[src/rtl/dmem_arbiter_if.sv]
// Shared data-memory port bundle: two cache requesters on one side,
// the 256-bit memory on the other.
interface dmem_arbiter_if #(
  parameter int DATA_W = 256,
  parameter int ADDR_W = 32,
  parameter int CNT_W  = 16
);
  logic              r0_enable_i;
  logic              r0_write_i;
  logic [ADDR_W-1:0] r0_addr_i;
  logic [DATA_W-1:0] r0_data_i;
  logic              r0_ack_o;
  logic [DATA_W-1:0] r0_data_o;
  logic [CNT_W-1:0]  r0_count_o;

  logic              r1_enable_i;
  logic              r1_write_i;
  logic [ADDR_W-1:0] r1_addr_i;
  logic [DATA_W-1:0] r1_data_i;
  logic              r1_ack_o;
  logic [DATA_W-1:0] r1_data_o;
  logic [CNT_W-1:0]  r1_count_o;

  logic              mem_enable_o;
  logic              mem_write_o;
  logic [ADDR_W-1:0] mem_addr_o;
  logic [DATA_W-1:0] mem_data_o;
  logic              mem_ack_i;
  logic [DATA_W-1:0] mem_data_i;

  logic              grant_o;
  logic              timeout_o;

  modport slave (
    input  r0_enable_i, r0_write_i, r0_addr_i, r0_data_i,
    output r0_ack_o, r0_data_o, r0_count_o,
    input  r1_enable_i, r1_write_i, r1_addr_i, r1_data_i,
    output r1_ack_o, r1_data_o, r1_count_o,
    output mem_enable_o, mem_write_o, mem_addr_o, mem_data_o,
    input  mem_ack_i, mem_data_i,
    output grant_o, timeout_o
  );

  modport master (
    output r0_enable_i, r0_write_i, r0_addr_i, r0_data_i,
    input  r0_ack_o, r0_data_o, r0_count_o,
    output r1_enable_i, r1_write_i, r1_addr_i, r1_data_i,
    input  r1_ack_o, r1_data_o, r1_count_o,
    input  mem_enable_o, mem_write_o, mem_addr_o, mem_data_o,
    output mem_ack_i, mem_data_i,
    input  grant_o, timeout_o
  );
endinterface

[src/rtl/dmem_arbiter.sv]
// Round-robin arbiter for the shared data-memory port, with
// per-requester transaction counters and a sticky stall watchdog.
module dmem_arbiter #(
  parameter int DATA_W      = 256,
  parameter int ADDR_W      = 32,
  parameter int CNT_W       = 16,
  parameter int TIMEOUT_CYC = 1024
) (
  input logic           clk_i,
  input logic           rst_i,
  dmem_arbiter_if.slave bus
);

  localparam int WW = (TIMEOUT_CYC > 0) ? $clog2(TIMEOUT_CYC + 1) : 1;

  typedef enum logic [1:0] {
    IDLE,
    BUSY,
    RELEASE
  } state_t;

  state_t           state;
  logic             grant;
  logic             rr_ptr;
  logic [CNT_W-1:0] cnt0;
  logic [CNT_W-1:0] cnt1;
  logic [WW-1:0]    wcnt;
  logic             timeout;
  logic             busy;
  logic             any_req;

  assign busy    = (state == BUSY);
  assign any_req = bus.r0_enable_i | bus.r1_enable_i;

  always_ff @(posedge clk_i) begin
    if (rst_i) begin
      state   <= IDLE;
      grant   <= 1'b0;
      rr_ptr  <= 1'b0;
      cnt0    <= '0;
      cnt1    <= '0;
      wcnt    <= '0;
      timeout <= 1'b0;
    end else begin
      unique case (state)
        IDLE: begin
          if (any_req) begin
            if (bus.r0_enable_i && bus.r1_enable_i)
              grant <= rr_ptr;
            else
              grant <= bus.r1_enable_i;
            wcnt  <= '0;
            state <= BUSY;
          end
        end
        BUSY: begin
          if (bus.mem_ack_i) begin
            rr_ptr <= ~grant;
            if (!grant && !(&cnt0)) cnt0 <= cnt0 + 1'b1;
            if (grant && !(&cnt1))  cnt1 <= cnt1 + 1'b1;
            state  <= RELEASE;
          end else if (TIMEOUT_CYC != 0 && !timeout) begin
            // Counter freezes once the flag is set so it cannot wrap.
            wcnt <= wcnt + 1'b1;
            if (wcnt + 1'b1 == WW'(TIMEOUT_CYC))
              timeout <= 1'b1;
          end
        end
        RELEASE: state <= IDLE;
        default: state <= IDLE;
      endcase
    end
  end

  assign bus.mem_enable_o = busy;
  assign bus.mem_write_o  = busy &
    (grant ? bus.r1_write_i : bus.r0_write_i);
  assign bus.mem_addr_o   = grant ? bus.r1_addr_i : bus.r0_addr_i;
  assign bus.mem_data_o   = grant ? bus.r1_data_i : bus.r0_data_i;

  assign bus.r0_ack_o   = busy & bus.mem_ack_i & ~grant;
  assign bus.r1_ack_o   = busy & bus.mem_ack_i & grant;
  assign bus.r0_data_o  = bus.mem_data_i;
  assign bus.r1_data_o  = bus.mem_data_i;
  assign bus.r0_count_o = cnt0;
  assign bus.r1_count_o = cnt1;
  assign bus.grant_o    = grant;
  assign bus.timeout_o  = timeout;

endmodule

[src/flat_wrapper.sv]
// flat-port wrapper written by rule: the top's interface ports become plain ports
module dmem_arbiter_flat 
#(
  parameter int DATA_W      = 256,
  parameter int ADDR_W      = 32,
  parameter int CNT_W       = 16,
  parameter int TIMEOUT_CYC = 1024
)
  (clk_i, rst_i, bus_r0_enable_i, bus_r0_write_i, bus_r0_addr_i, bus_r0_data_i, bus_r0_ack_o, bus_r0_data_o, bus_r0_count_o, bus_r1_enable_i, bus_r1_write_i, bus_r1_addr_i, bus_r1_data_i, bus_r1_ack_o, bus_r1_data_o, bus_r1_count_o, bus_mem_enable_o, bus_mem_write_o, bus_mem_addr_o, bus_mem_data_o, bus_mem_ack_i, bus_mem_data_i, bus_grant_o, bus_timeout_o);
  dmem_arbiter_if #(.DATA_W(DATA_W), .ADDR_W(ADDR_W), .CNT_W(CNT_W)) bus_i ();
  input logic clk_i;
  input logic rst_i;
  input wire logic [$bits(bus_i.r0_enable_i)-1:0] bus_r0_enable_i;
  input wire logic [$bits(bus_i.r0_write_i)-1:0] bus_r0_write_i;
  input wire logic [$bits(bus_i.r0_addr_i)-1:0] bus_r0_addr_i;
  input wire logic [$bits(bus_i.r0_data_i)-1:0] bus_r0_data_i;
  output wire logic [$bits(bus_i.r0_ack_o)-1:0] bus_r0_ack_o;
  output wire logic [$bits(bus_i.r0_data_o)-1:0] bus_r0_data_o;
  output wire logic [$bits(bus_i.r0_count_o)-1:0] bus_r0_count_o;
  input wire logic [$bits(bus_i.r1_enable_i)-1:0] bus_r1_enable_i;
  input wire logic [$bits(bus_i.r1_write_i)-1:0] bus_r1_write_i;
  input wire logic [$bits(bus_i.r1_addr_i)-1:0] bus_r1_addr_i;
  input wire logic [$bits(bus_i.r1_data_i)-1:0] bus_r1_data_i;
  output wire logic [$bits(bus_i.r1_ack_o)-1:0] bus_r1_ack_o;
  output wire logic [$bits(bus_i.r1_data_o)-1:0] bus_r1_data_o;
  output wire logic [$bits(bus_i.r1_count_o)-1:0] bus_r1_count_o;
  output wire logic [$bits(bus_i.mem_enable_o)-1:0] bus_mem_enable_o;
  output wire logic [$bits(bus_i.mem_write_o)-1:0] bus_mem_write_o;
  output wire logic [$bits(bus_i.mem_addr_o)-1:0] bus_mem_addr_o;
  output wire logic [$bits(bus_i.mem_data_o)-1:0] bus_mem_data_o;
  input wire logic [$bits(bus_i.mem_ack_i)-1:0] bus_mem_ack_i;
  input wire logic [$bits(bus_i.mem_data_i)-1:0] bus_mem_data_i;
  output wire logic [$bits(bus_i.grant_o)-1:0] bus_grant_o;
  output wire logic [$bits(bus_i.timeout_o)-1:0] bus_timeout_o;
  assign bus_i.r0_enable_i = bus_r0_enable_i;
  assign bus_i.r0_write_i = bus_r0_write_i;
  assign bus_i.r0_addr_i = bus_r0_addr_i;
  assign bus_i.r0_data_i = bus_r0_data_i;
  assign bus_r0_ack_o = bus_i.r0_ack_o;
  assign bus_r0_data_o = bus_i.r0_data_o;
  assign bus_r0_count_o = bus_i.r0_count_o;
  assign bus_i.r1_enable_i = bus_r1_enable_i;
  assign bus_i.r1_write_i = bus_r1_write_i;
  assign bus_i.r1_addr_i = bus_r1_addr_i;
  assign bus_i.r1_data_i = bus_r1_data_i;
  assign bus_r1_ack_o = bus_i.r1_ack_o;
  assign bus_r1_data_o = bus_i.r1_data_o;
  assign bus_r1_count_o = bus_i.r1_count_o;
  assign bus_mem_enable_o = bus_i.mem_enable_o;
  assign bus_mem_write_o = bus_i.mem_write_o;
  assign bus_mem_addr_o = bus_i.mem_addr_o;
  assign bus_mem_data_o = bus_i.mem_data_o;
  assign bus_i.mem_ack_i = bus_mem_ack_i;
  assign bus_i.mem_data_i = bus_mem_data_i;
  assign bus_grant_o = bus_i.grant_o;
  assign bus_timeout_o = bus_i.timeout_o;
  dmem_arbiter #(.DATA_W(DATA_W), .ADDR_W(ADDR_W), .CNT_W(CNT_W), .TIMEOUT_CYC(TIMEOUT_CYC)) u_core (.clk_i(clk_i), .rst_i(rst_i), .bus(bus_i));
endmodule
[config.mk]
export PLATFORM = sky130hd
export DESIGN_NAME = dmem_arbiter_flat
export DESIGN_NICKNAME = d
export VERILOG_FILES = /design/src/rtl/dmem_arbiter_if.sv /design/src/rtl/dmem_arbiter.sv /design/src/flat_wrapper.sv
export SDC_FILE = /design/constraint.sdc
export NUM_CORES = 1
export LEC_CHECK = 0
export ABC_CLOCK_PERIOD_IN_PS = 2000
export CAP_MARGIN = 10
export CORE_AREA = 2 2 660 662
export DETAILED_ROUTE_END_ITERATION = 16
export DIE_AREA = 0 0 662 664
export PLACE_DENSITY_LB_ADDON = 0.05
export SLEW_MARGIN = 25
export SYNTH_ARGS = -nofsm -noshare
export SYNTH_HDL_FRONTEND = slang
export SYNTH_SLANG_ARGS = --single-unit
[constraint.sdc]
create_clock -name clk_i -period 2 [get_ports clk_i]
set_input_delay 0.5 -clock clk_i [delete_from_list [all_inputs] [get_ports clk_i]]
set_output_delay 0.5 -clock clk_i [all_outputs]
set_load 0.02 [all_outputs]
# [Word-level counts from Yosys, hierarchy flattened]
# Index checks and enable logic that the tools add are counted.
[word_totals] regBits=48 output_inout_bits=838
[classes] n_addsub=3 eq_ne=6 mux=13 bitwise_logic=7 n_reduce_logical=17
[ops] operator="2-to-1 mux 256 bit" n=1
[ops] operator="2-to-1 mux 11 bit" n=3
[ops] operator="adder 16 x 1 -> 16 bit, second input constant" n=2
[ops] operator="2-to-1 mux 32 bit" n=1
[ops] operator="AND reduction 16 bit" n=2
[ops] operator="one-hot mux 11 bit (2 select lines)" n=1
[ops] operator="adder 11 x 1 -> 11 bit, second input constant" n=1
[ops] operator="equality test 11 bit, second input constant" n=1
[ops] operator="AND reduction 2 bit" n=4
[ops] operator="!= test 2 bit, second input constant" n=3
[ops] operator="AND reduction 3 bit" n=2
[ops] operator="AND 1 bit" n=4
[ops] operator="2-to-1 mux 1 bit" n=4
[ops] operator="2-to-1 mux 2 bit" n=2
[ops] operator="one-hot mux 2 bit (2 select lines)" n=1
[ops] operator="AND reduction 4 bit" n=1
[ops] operator="logical AND 1 bit" n=3
[ops] operator="logical NOT 1 bit" n=3
[ops] operator="equality test 2 x 1 -> 1 bit, second input constant" n=1
[ops] operator="logical NOT 2 bit" n=1
[ops] operator="!= test 2 x 1 -> 1 bit, second input constant" n=1
[ops] operator="NOT 1 bit" n=2
[ops] operator="nonzero test 2 bit" n=1
[ops] operator="OR 1 bit" n=1

# [Depth between registers and ports, before layout]
# Gate-level depths: netlist of run 1.
[depth] depth_word=4 depth_mapped=8 depth_no_buf=6

# [Worst setup path before layout of run 1]
# OpenSTA, ideal clock, no wires.
[synth_timing] kind="flip-flop to output port" from="register u_core.grant, in the netlist u_core.bus.grant_o" to="output bus_mem_addr_o[0]" arrival_time_ns=1.631 required_time_ns=1.500 path_slack_ns=-0.131 path_stages_with_launch=5 path_buffers=3 cell_sequence="dfxtp_1 -> clkbuf_1 -> clkbuf_1 -> buf_2 -> mux2_2"
[synth_via] elab_chain_len=1
[synth_rtl] element="from (decl)" line="dmem_arbiter.sv:23" rtl="logic grant;"
[synth_rtl] element="from (signal assigned)" line="dmem_arbiter.sv:49" rtl="grant <= rr_ptr;"
[synth_rtl] element="from (signal assigned)" line="dmem_arbiter.sv:51" rtl="grant <= bus.r1_enable_i;"
[synth_rtl] element="2-to-1 mux 32 bit" line="dmem_arbiter.sv:78" rtl="assign bus.mem_addr_o = grant ? bus.r1_addr_i : bus.r0_addr_i;"
[synth_rtl] element="to (decl)" line="flat_wrapper.sv:29" rtl="output wire logic [$bits(bus_i.mem_addr_o)-1:0] bus_mem_addr_o;"
# Every way passes these cells.

# [Final worst setup path of run 1]
[layout_timing] from="register u_core.grant, in the netlist u_core.bus.grant_o" to="output bus_mem_data_o[197]"
[layout_via] elab_chain_len=1
[layout_rtl] element="2-to-1 mux 256 bit" line="dmem_arbiter.sv:79" rtl="assign bus.mem_data_o = grant ? bus.r1_data_i : bus.r0_data_i;"
[layout_rtl] element="to (decl)" line="flat_wrapper.sv:30" rtl="output wire logic [$bits(bus_i.mem_data_o)-1:0] bus_mem_data_o;"
# Every way passes these cells.

==> key figures, run 1 <==
Status
  • Outcome: complete, but fails checks
  • Failing checks: negative setup slack

Finish
  • Net count, final: 2555
  • Final std cell area, no fill: about 25000 sq um
  • Post-layout util: 0.0576
  • Most common cell after layout, fill and taps aside: clkdlybuf4s50_1
  • Commonest non-fill, non-tap cells in the layout: 610 x clkdlybuf4s50_1, 249 x mux2_2, 193 x buf_4, 87 x buf_12, 73 x buf_2
  • Syn-to-layout area delta: 158%
  • Layout cells sized above 1: 0.454

Floorplanning
  • Core area: 433000 sq um
  • Die height: 664 microns
  • Row count: 242
  • DIE WIDTH: 662 microns
  • Die ar.: 440000 sq um
  • Initial core utilization: 0.0224
  • # IOs: 1677

Global route
  • Grt total ovfl: 0
  • First-pass GRT wire length: 248 mm
  • Total track usage: 0.0955
  • Vias in the first global route: 12100
  • Largest net degree at the start of global routing: 50
  • Initial antenna violation count: between 150 and 200

CTS
  • CTS buffer count: 5
  • CTS clk-pin slew, worst paths: 0.08 ns
  • Clk Latency, worst-skew pair: 0.32 ns
  • CTS tree: built
  • Clk root buf: clkbuf_16
  • Clock sink count: 48
  • CTS HTree Levels: 2
  • Clock tree buffer depth: 2

Logic synthesis
  • Asr flop ratio synth: 0
  • Synth Flop Type: dfxtp_1
  • Post-synthesis net count: between 1500 and 2000
  • Ys Warns: 0
  • Simple-gate area share of the yosys netlist: 0.0782
  • Number of enable flip-flop cells after synthesis: 0
  • Unique cell type count in the Yosys netlist: 53
  • Main combinational cell family by area after synthesis: buffers and inverters
  • Post-Syn Area: about 9700 sq um
  • Multiplexer area fraction after synthesis: 0.342
  • Synth Area in Compound Gates: 0.0332
  • Seq cells post-synth: 48
  • Synth Area in Adders: 0.00388
  • Post-Synth XOR/XNOR Area: 0.0208
  • Cells after synthesis: 1125
  • Mean area per synthesized cell: approximately 8.6 sq um
  • Sequential share of the synthesized area: 0.0993

STA
  • Final period utilization: 1.24
  • Max Slew Vio Count: 0
  • Min Tclk post-route: 2.49 ns
  • Setup TNS: -102.33 ns
  • Clk_skew: 0.0184 ns
  • Final Hold Vio Count: 0
  • Hold WS: 0.479 ns
  • RSZ-0062 raised after global routing: yes
  • Worst Max-Slew Pin Slew: 0.662 ns
  • Setup ws final: -0.486 ns
  • Final setup vio count: approximately 320
  • Fmax: 402 MHz
  • Rel. slew slack: 0.559

Drt
  • Post-route DRC: 0
  • Final wirelength: about 220 mm
  • Pre-antenna DRT Iters: 4
  • DRT iter0 DRCs: 433
  • Number of vias per cell: 1.52
  • Via count: approximately 11000
  • Antenna Nets Post-Route: 0
  • Drt wl/cell: roughly 29 microns

Placement
  • Hpwl dp: 209 mm
  • Worst slack, placed: -1.16 ns
  • Number of port buffers: just over 900
  • Routability cong.: between 0.7 and 0.8
  • Post-DP Area: 24100 sq um

Worst setup path
  • Cell Chain, Critical Path: buf_12, buf_16, buf_12, buf_16, buf_4, mux2_2, buf_2
  • CP peak stage delay: 0.38 ns
  • CP Data Required Time: 1.50 ns
  • Buffers & Inverters on Critical Path: 6
  • Slowest cell on crit path: dfxtp_4
  • Worst Setup End Kind: primary output
  • Delay-heaviest family, CP: buffers and inverters
  • Worst setup SP type: flop
  • Crit Path Category: flop to primary output
  • Crit path arrival time: 1.99 ns
  • Critical-path maximum fanout: 9

Power
  • P_leak: about 0.0076 uW
  • Maximum vdd ir drop: 0.388 mV
  • Power Density: 299 nW/um^2

Min path
  • HP Class: flop to flop

Run
  • Max Cap Viol: 0
-- path summary, 6_finish.rpt --
path / to / slack [ns] / depth (start not counted) / startpoint
max: bus_mem_data_o[197] / -0.49 / 7 / u_core.bus.grant_o
min: u_core.wcnt[1] / 0.48 / 2 / u_core.wcnt[1]
max reg2reg: u_core.bus.r0_count_o[7] / -0.20 / 8 / u_core.bus.grant_o
min reg2reg: u_core.wcnt[1] / 0.48 / 2 / u_core.wcnt[1]
-- worst reg2reg max path, cell delays in order, from the launching register on --
cell       delay, ns
dfxtp_4         0.37
buf_12          0.15
buf_12          0.17
clkbuf_16       0.20
and4bb_4        0.42
and4_1          0.29
o21ai_2         0.11
or3_1           0.32
a21oi_1         0.14
-- synth_stat cells, drive strengths merged, types with 2 or more instances --
cell    instances  area share
a211oi          2      0.0016
a21boi          2      0.0016
a21oi          23       0.012
a22oi           3      0.0023
a311oi          2      0.0018
a31oi           3      0.0019
a41oi           2      0.0018
and2            4      0.0026
and3            8      0.0054
and4            6      0.0056
buf           528        0.41
clkbuf         31       0.013
dfxtp          48       0.099
ha              3      0.0039
inv             6      0.0023
mux2          289        0.34
mux2i           5      0.0052
nand2          19      0.0074
nand3          15      0.0078
nand3b          2      0.0016
nand4          13       0.010
nand4b          3      0.0027
nor2           43       0.017
nor3           10      0.0063
nor4            2      0.0019
o21ai          10      0.0056
or3             4      0.0026
or4             3      0.0023
xnor2          12       0.011
xor2           11       0.010
-- state kept, by name, summed over array words and instances, names as in the netlist --
register,cells
u_core.bus.r0_count_o,16
u_core.bus.r1_count_o,16
u_core.wcnt,11
u_core.state,2
u_core.bus.grant_o,1
u_core.bus.timeout_o,1
u_core.rr_ptr,1
-- cell families after synthesis --
group | Yosys count
buffers and inverters | 566
muxes | 294
and+or+nand+nor | 138
AOI/OAI and AO/OA | 53
DFF | 48
xor gates and xnor gates | 23
adders and majority gates | 3
-- report_power, final --
part           internal [uW]  switching [uW]  leakage [uW]
clock                    664             484     0.0000884
sequential               965            7.76      0.000388
combinational           2810            2530       0.00710
total                   4440            3020       0.00757
-- final cells by class --
| class | instances | area, sq um |
|---|---|---|
| fillers | 50900 | 408000 |
| repair buffers | 1140 | 11700 |
| well taps | 5734 | 7170 |
| multi-input cells | 511 | 4780 |
| flip-flops and latches | 48 | 965 |
| clock buffers | 6 | 150 |
| diodes | 44 | 110 |
| clock inverters | 1 | 30.0 |
| inverters | 7 | 26.3 |
-- metrics by stage --
step	power (uW)	instances
floorplan	4040	1125
global placement	6490	7387
detailed placement	6440	7387
CTS	7750	7429
global route	7870	7452
finish	7460	7491
-- metal layers --
layer,GRT usage,vias up,part of all wire
met5,0.00603,-,0.0028
met4,0.00925,62,0.016
met3,0.0781,340,0.18
met2,0.190,1296,0.55
met1,0.0696,5125,0.26
li1,-,4553,-
-- timing repair --
item                       in CTS  in global routing
gates resized for setup       656                191
setup buffers                  28                 15
hold buffers                    0                  0
setup endpoints to repair     339                345
cloned                          7                  3
pin swaps                       0                  0
(Power assumes the default switching activity.)
==> inputs of run 2 (changes only) <==
- ABC_AREA: default -> 1
- ABC_CLOCK_PERIOD_IN_PS: 2000 -> 3000
- CORE_AREA: 2 2 660 662 -> 2 2 651 653
- DIE_AREA: 0 0 662 664 -> 0 0 653 655
- clock period: 2 -> 3 ns (I/O delays scaled with it)
==> run 2 against run 1 <==
The run now ends clean; total power fell by 31%; critical path depth is 2 lower; routed wire length up 1.4%; clock skew is 0.00085 ns lower; sequential cell count is the same; combinational power decreased by 28%; global-route usage is 0.40 points higher; clock power shrank 43%; highest routed layer unchanged.
==> key figures, run 2 <==
STA
  • Final setup vio count: 0
  • Final period utilization: 0.995
  • Max Slew Vio Count: 0
  • Final Hold Vio Count: 0
  • Setup TNS: 0 ns
  • Fmax: 335 MHz
  • Rel. slew slack: 0.575
  • Min Tclk post-route: 2.98 ns
  • Worst Max-Slew Pin Slew: 0.636 ns
  • Clk_skew: 0.0175 ns

Global route
  • Grt total ovfl: 0
  • Initial antenna violation count: 146
  • First-pass GRT wire length: 256 mm
  • Total track usage: 0.0995
  • Largest net degree at the start of global routing: 31
  • Vias in the first global route: around 14000

Drt
  • Final wirelength: around 220 mm
  • Post-route DRC: 0
  • Antenna Nets Post-Route: 0
  • Pre-antenna DRT Iters: 5
  • Drt wl/cell: 28.3 microns
  • Via count: 13900
  • Number of vias per cell: 1.76
  • DRT iter0 DRCs: around 600

Finish
  • Commonest non-fill, non-tap cells in the layout: 978 x nand2_1, 661 x clkdlybuf4s50_1, 156 x buf_4, 112 x buf_12, 96 x dlygate4sd2_1
  • Post-layout util: 0.0578
  • Syn-to-layout area delta: 143%
  • Layout cells sized above 1: 0.138
  • Final std cell area, no fill: 24400 sq um
  • Net count, final: 3167
  • Most common cell after layout, fill and taps aside: nand2_1

CTS
  • CTS buffer count: 5
  • Clk Latency, worst-skew pair: 0.32 ns
  • Clock sink count: 48
  • Clk root buf: clkbuf_16
  • Clock tree buffer depth: 2
  • CTS tree: built
  • CTS HTree Levels: 2
  • # hold bufs at CTS: 0
  • # Post-CTS Setup Buffers: 0
  • CTS clk-pin slew, worst paths: approximately 0.08 ns

Power
  • Sw frac: 0.471
  • Reg power frac: 0.127
  • P_leak: just under 0.009 uW
  • NetSw: ~2400 uW
  • Clock power share: 0.127
  • Power Density: 211 nW/um^2
  • Logic pwr share: 0.746
  • Maximum vdd ir drop: around 0.23 mV
  • P_int: 2720 uW

Placement
  • Number of port buffers: between 900 and 1000
  • Hpwl dp: 210 mm
  • Post-DP Area: 24100 sq um
  • Routability cong.: approximately 0.72

Worst setup path
  • Most used cell, CP: nand2_1
  • Critical-path maximum fanout: 18
  • Buffers & Inverters on Critical Path: 3
  • Delay-heaviest family, CP: buffers and inverters
  • CP Data Required Time: between 2 and 2.5 ns
  • Worst setup SP type: flop
  • Worst Setup End Kind: primary output
  • Slowest cell on crit path: dfxtp_4
  • CP peak stage delay: around 0.45 ns
  • Crit Path Category: flop to primary output
  • Crit path arrival time: 2.23 ns
  • Cell Chain, Critical Path: buf_12, bufbuf_16, nand2_1, nand2_1, buf_4

Logic synthesis
  • Number of enable flip-flop cells after synthesis: 0
  • Synth cell count leaders: 989 x nand2_1, 514 x buf_4, 55 x nor2_1
  • Post-synthesis net count: 2693
  • Synth Flop Type: dfxtp_1
  • Post-Syn Area: 10000 sq um
  • Asr flop ratio synth: 0
  • Mean area per synthesized cell: 5.42 sq um
  • Ys Warns: 0
  • Cells after synthesis: 1851
  • Synth area leader: buf_4
  • Area share of the largest cell type after synthesis: 0.384
  • Unique cell type count in the Yosys netlist: 32
  • Count leader, synth: nand2_1
  • Seq cells post-synth: 48
  • Sequential share of the synthesized area: 0.0957
  • Top cells by area, synth: buf_4 38%, nand2_1 37%, dfxtp_1 9.6%, nor2_1 2.1%, clkbuf_1 1.9%

Floorplanning
  • Die ar.: 428000 sq um
  • Core area: 422000 sq um
  • Die height: roughly 660 microns
  • # IOs: 1677
  • Initial core utilization: 0.0238
  • Row count: 239
  • DIE WIDTH: 653 microns

Min path
  • HP Class: flop to flop

Status
  • Outcome: complete, no violations

Run
  • Max Cap Viol: 0
run 2: metal layers:
metal	part of all wire	global-route usage
met1	0.32	0.0921
met2	0.49	0.174
met5	0.0030	0.00125
met4	0.023	0.0175
met3	0.16	0.0762
run 2: cell type report:
cell class | count | area [sq um]
fillers | 50000 | 397000
clock buffers | 6 | 139
flip-flops and latches | 48 | 965
diodes | 32 | 80.1
repair buffers | 1053 | 11300
inverters | 43 | 174
clock inverters | 1 | 8.76
multi-input cells | 1174 | 4790
well taps | 5543 | 6940
run 2: worst reg2reg max path: cells and delay by family (launching register included):
kind	cells	cell delay, ns
simple gates	6	0.88
flops	1	0.41
buf+inv	2	0.29
fa+ha+maj	1	0.25
compound gates	1	0.13
run 2: cells by family (layout without fill, tap and decap cells):
logic type,Yosys count,after routing,share of synthesized area
xor gates and xnor gates,16,16,0.0140
buffers and inverters,629,1103,0.431
DFF,48,48,0.0957
other,0,32,0
and+or+nand+nor,1099,1099,0.424
AOI/OAI and AO/OA,56,56,0.0319
adders and majority gates,3,3,0.00374
run 2: power by group through the flow:
stage,sequential (uW),clock [uW],combinational [uW]
3_5_place_dp,669,0,4100
6_report,654,655,3840
5_1_grt,656,740,4120
3_3_place_gp,669,0,4140
4_1_cts,655,734,4060
2_1_floorplan,668,0,2040
run 2: worst paths after layout:
path	from	to	slack (ns)	cells past startpoint
max	u_core.bus.grant_o	bus_mem_data_o[7]	0.02	5
min reg2reg	u_core.rr_ptr	u_core.rr_ptr	0.48	2
min	u_core.rr_ptr	u_core.rr_ptr	0.48	2
max reg2reg	u_core.bus.r1_count_o[0]	u_core.bus.r1_count_o[14]	0.96	10
run 2: repair_timing:
item,CTS,global route
cloned,2,0
endpoints found under the setup margin,108,16
endpoints found under the hold margin,0,0
resized for setup,133,16
run 2: per-stage QoR:
| step | total power (uW) | hold WS [ns] | setup slack, ns | instances |
|---|---|---|---|---|
| 4_1_cts | 5450 | 0.487 | -0.00443 | 7868 |
| 2_1_floorplan | 2700 | 0.444 | 0.714 | 1851 |
| 6_report | 5150 | 0.478 | 0.0156 | 7900 |
| 3_5_place_dp | 4770 | 0.472 | -0.719 | 7859 |
| 3_3_place_gp | 4810 | 0.466 | -0.711 | 7859 |
| 5_1_grt | 5520 | 0.515 | -0.000490 | 7871 |
==> inputs of run 3 (changes only) <==
- ABC_AREA: 1 -> default
- CORE_AREA: 2 2 651 653 -> 4 4 660 662
- DIE_AREA: 0 0 653 655 -> 0 0 664 666
- GPL_TIMING_DRIVEN: default -> 0
==> run 3 against run 2 <==
Total power is 27% higher; global-route usage up 1.1 points; cell area rose by 29%; sequential share of layout area shrank 0.89 points; critical path type is now input port to primary output; critical endpoint is now bus_mem_data_o[128]; largest power group unchanged.
==> key figures, run 3 (synthesis gave the netlist of run 1 again) <==
Placement
  • Number of port buffers: 1420
  • Routability cong.: 0.832
  • Worst slack, placed: -1.36 ns
  • Hpwl dp: about 250 mm

Min path
  • HP Class: flop to flop
  • HP Start: u_core.wcnt[1]

STA
  • Final period utilization: 0.973
  • Fmax: roughly 340 MHz
  • Hold WS: roughly 0.47 ns
  • Final setup vio count: 0
  • Clk_skew: 0.0147 ns
  • Max Slew Vio Count: 0
  • Final Hold Vio Count: 0
  • Setup ws final: 0.0799 ns
  • Min Tclk post-route: 2.92 ns
  • RSZ-0062 raised after global routing: yes
  • Rel. slew slack: 0.414
  • Worst Max-Slew Pin Slew: between 0.8 and 0.9 ns

Finish
  • Commonest non-fill, non-tap cells in the layout: 1155 x clkdlybuf4s50_1, 522 x buf_4, 267 x mux2_2, 94 x dlygate4sd2_1, 82 x buf_2
  • Net count, final: 3407
  • Most common cell after layout, fill and taps aside: clkdlybuf4s50_1
  • Post-layout util: 0.0733
  • Layout cells sized above 1: 0.403
  • Syn-to-layout area delta: 226%

Worst setup path
  • Critical-path maximum fanout: 1
  • CP Data Required Time: 2.25 ns
  • Crit path arrival time: 2.17 ns
  • Worst Setup SP: bus_r0_data_i[128]
  • Worst Setup End Kind: primary output
  • Crit Path Category: input port to primary output
  • Worst setup SP type: input port
  • Reg-to-Reg Start: u_core.bus.r1_count_o[1]

Global route
  • Initial antenna violation count: between 200 and 250
  • Total track usage: 0.111
  • Vias in the first global route: 14700
  • Largest net degree at the start of global routing: 15
  • Grt total ovfl: 0
  • First-pass GRT wire length: 290 mm

Power
  • P_leak: 0.0106 uW
  • Total power: 6520 uW
  • Power Density: 207 nW/um^2
  • Maximum vdd ir drop: 0.203 mV

Floorplanning
  • Die ar.: 442000 sq um
  • Die height: roughly 670 microns
  • Core area: 430000 sq um
  • Initial core utilization: 0.0225
  • DIE WIDTH: 664 microns
  • Row count: roughly 240
  • # IOs: 1677

CTS
  • # hold bufs at CTS: 0
  • Clock sink count: 48
  • CTS tree: built
  • CTS clk-pin slew, worst paths: 0.08 ns
  • CTS HTree Levels: 2
  • Clk Latency, worst-skew pair: 0.32 ns
  • Clock tree buffer depth: 2
  • Clk root buf: clkbuf_16
  • CTS buffer count: 5

Drt
  • Pre-antenna DRT Iters: 4
  • DRT iter0 DRCs: 507
  • Antenna Nets Post-Route: 0
  • Drt wl/cell: 30.9 microns
  • Final wirelength: 257 mm
  • Via count: ~14000
  • Number of vias per cell: between 1.5 and 2
  • Post-route DRC: 0

Run
  • Max Cap Viol: 0

Status
  • Outcome: complete, no violations
[run 3: cell types whose count changed in the layout (fill, tap and decap cells not counted), moves of 81 or more]
cell / before / now
clkdlybuf4s50_1: 661 / 1155
mux2_2: 0 / 267
nand2_1: 978 / 18
buf_12: 112 / 15
buf_4: 156 / 522
buf_2: 1 / 82
[run 3: area by class of cell]
class / count / area (sq um)
fill: 50400 / 398000
timing repair buffer: 1433 / 14000
tap: 5710 / 7140
multi-input combinational: 511 / 4710
buffer: 559 / 4390
sequential: 48 / 965
clock buffer: 7 / 143
antenna: 28 / 70.1
inverter: 7 / 31.3
clock inverter: 1 / 7.51
[run 3: timing repair]
item | CTS | global route
endpoints found under the setup margin | 292 | 18
setup buffers | 6 | 0
gates resized for setup | 828 | 16
pin swaps | 1 | 0
gates cloned | 1 | 0
[run 3: where the power goes]
group / internal, uW / switching, uW / total (uW)
logic: 2510 / 2690 / 5200
registers: 644 / 8.03 / 652
clock network: 336 / 330 / 666
[run 3: layer usage]
metal	GRT usage	share of wire	up-vias
met1	0.102	0.32	6599
li1	-	-	6226
met4	0.00171	0.0070	124
met2	0.228	0.57	1074
met3	0.0533	0.10	359
met5	0	0.0031	-
[run 3: metrics by stage]
| stage | cells | TNS (ns) | cell area, sq um |
|---|---|---|---|
| final | 8304 | 0 | 31500 |
| after global routing | 8278 | -0.00829 | 31400 |
| after CTS | 8276 | -0.179 | 31400 |
| after detailed placement | 8261 | -201.11 | 31100 |
| after global placement | 8255 | -706.12 | 31000 |
| after floorplan | 1125 | 0 | 9670 |
[run 3: final timing paths]
kind	depth (start not counted)	slack [ns]	to
max reg2reg	6	0.76	u_core.bus.r1_count_o[14]
min reg2reg	2	0.47	u_core.wcnt[1]
max	3	0.08	bus_mem_data_o[128]
min	2	0.47	u_core.wcnt[1]
[run 3: critical path, stage by stage]
cell and delay [ns]:
clkdlybuf4s50_1 0.55, mux2_2 0.23, clkdlybuf4s50_1 0.64
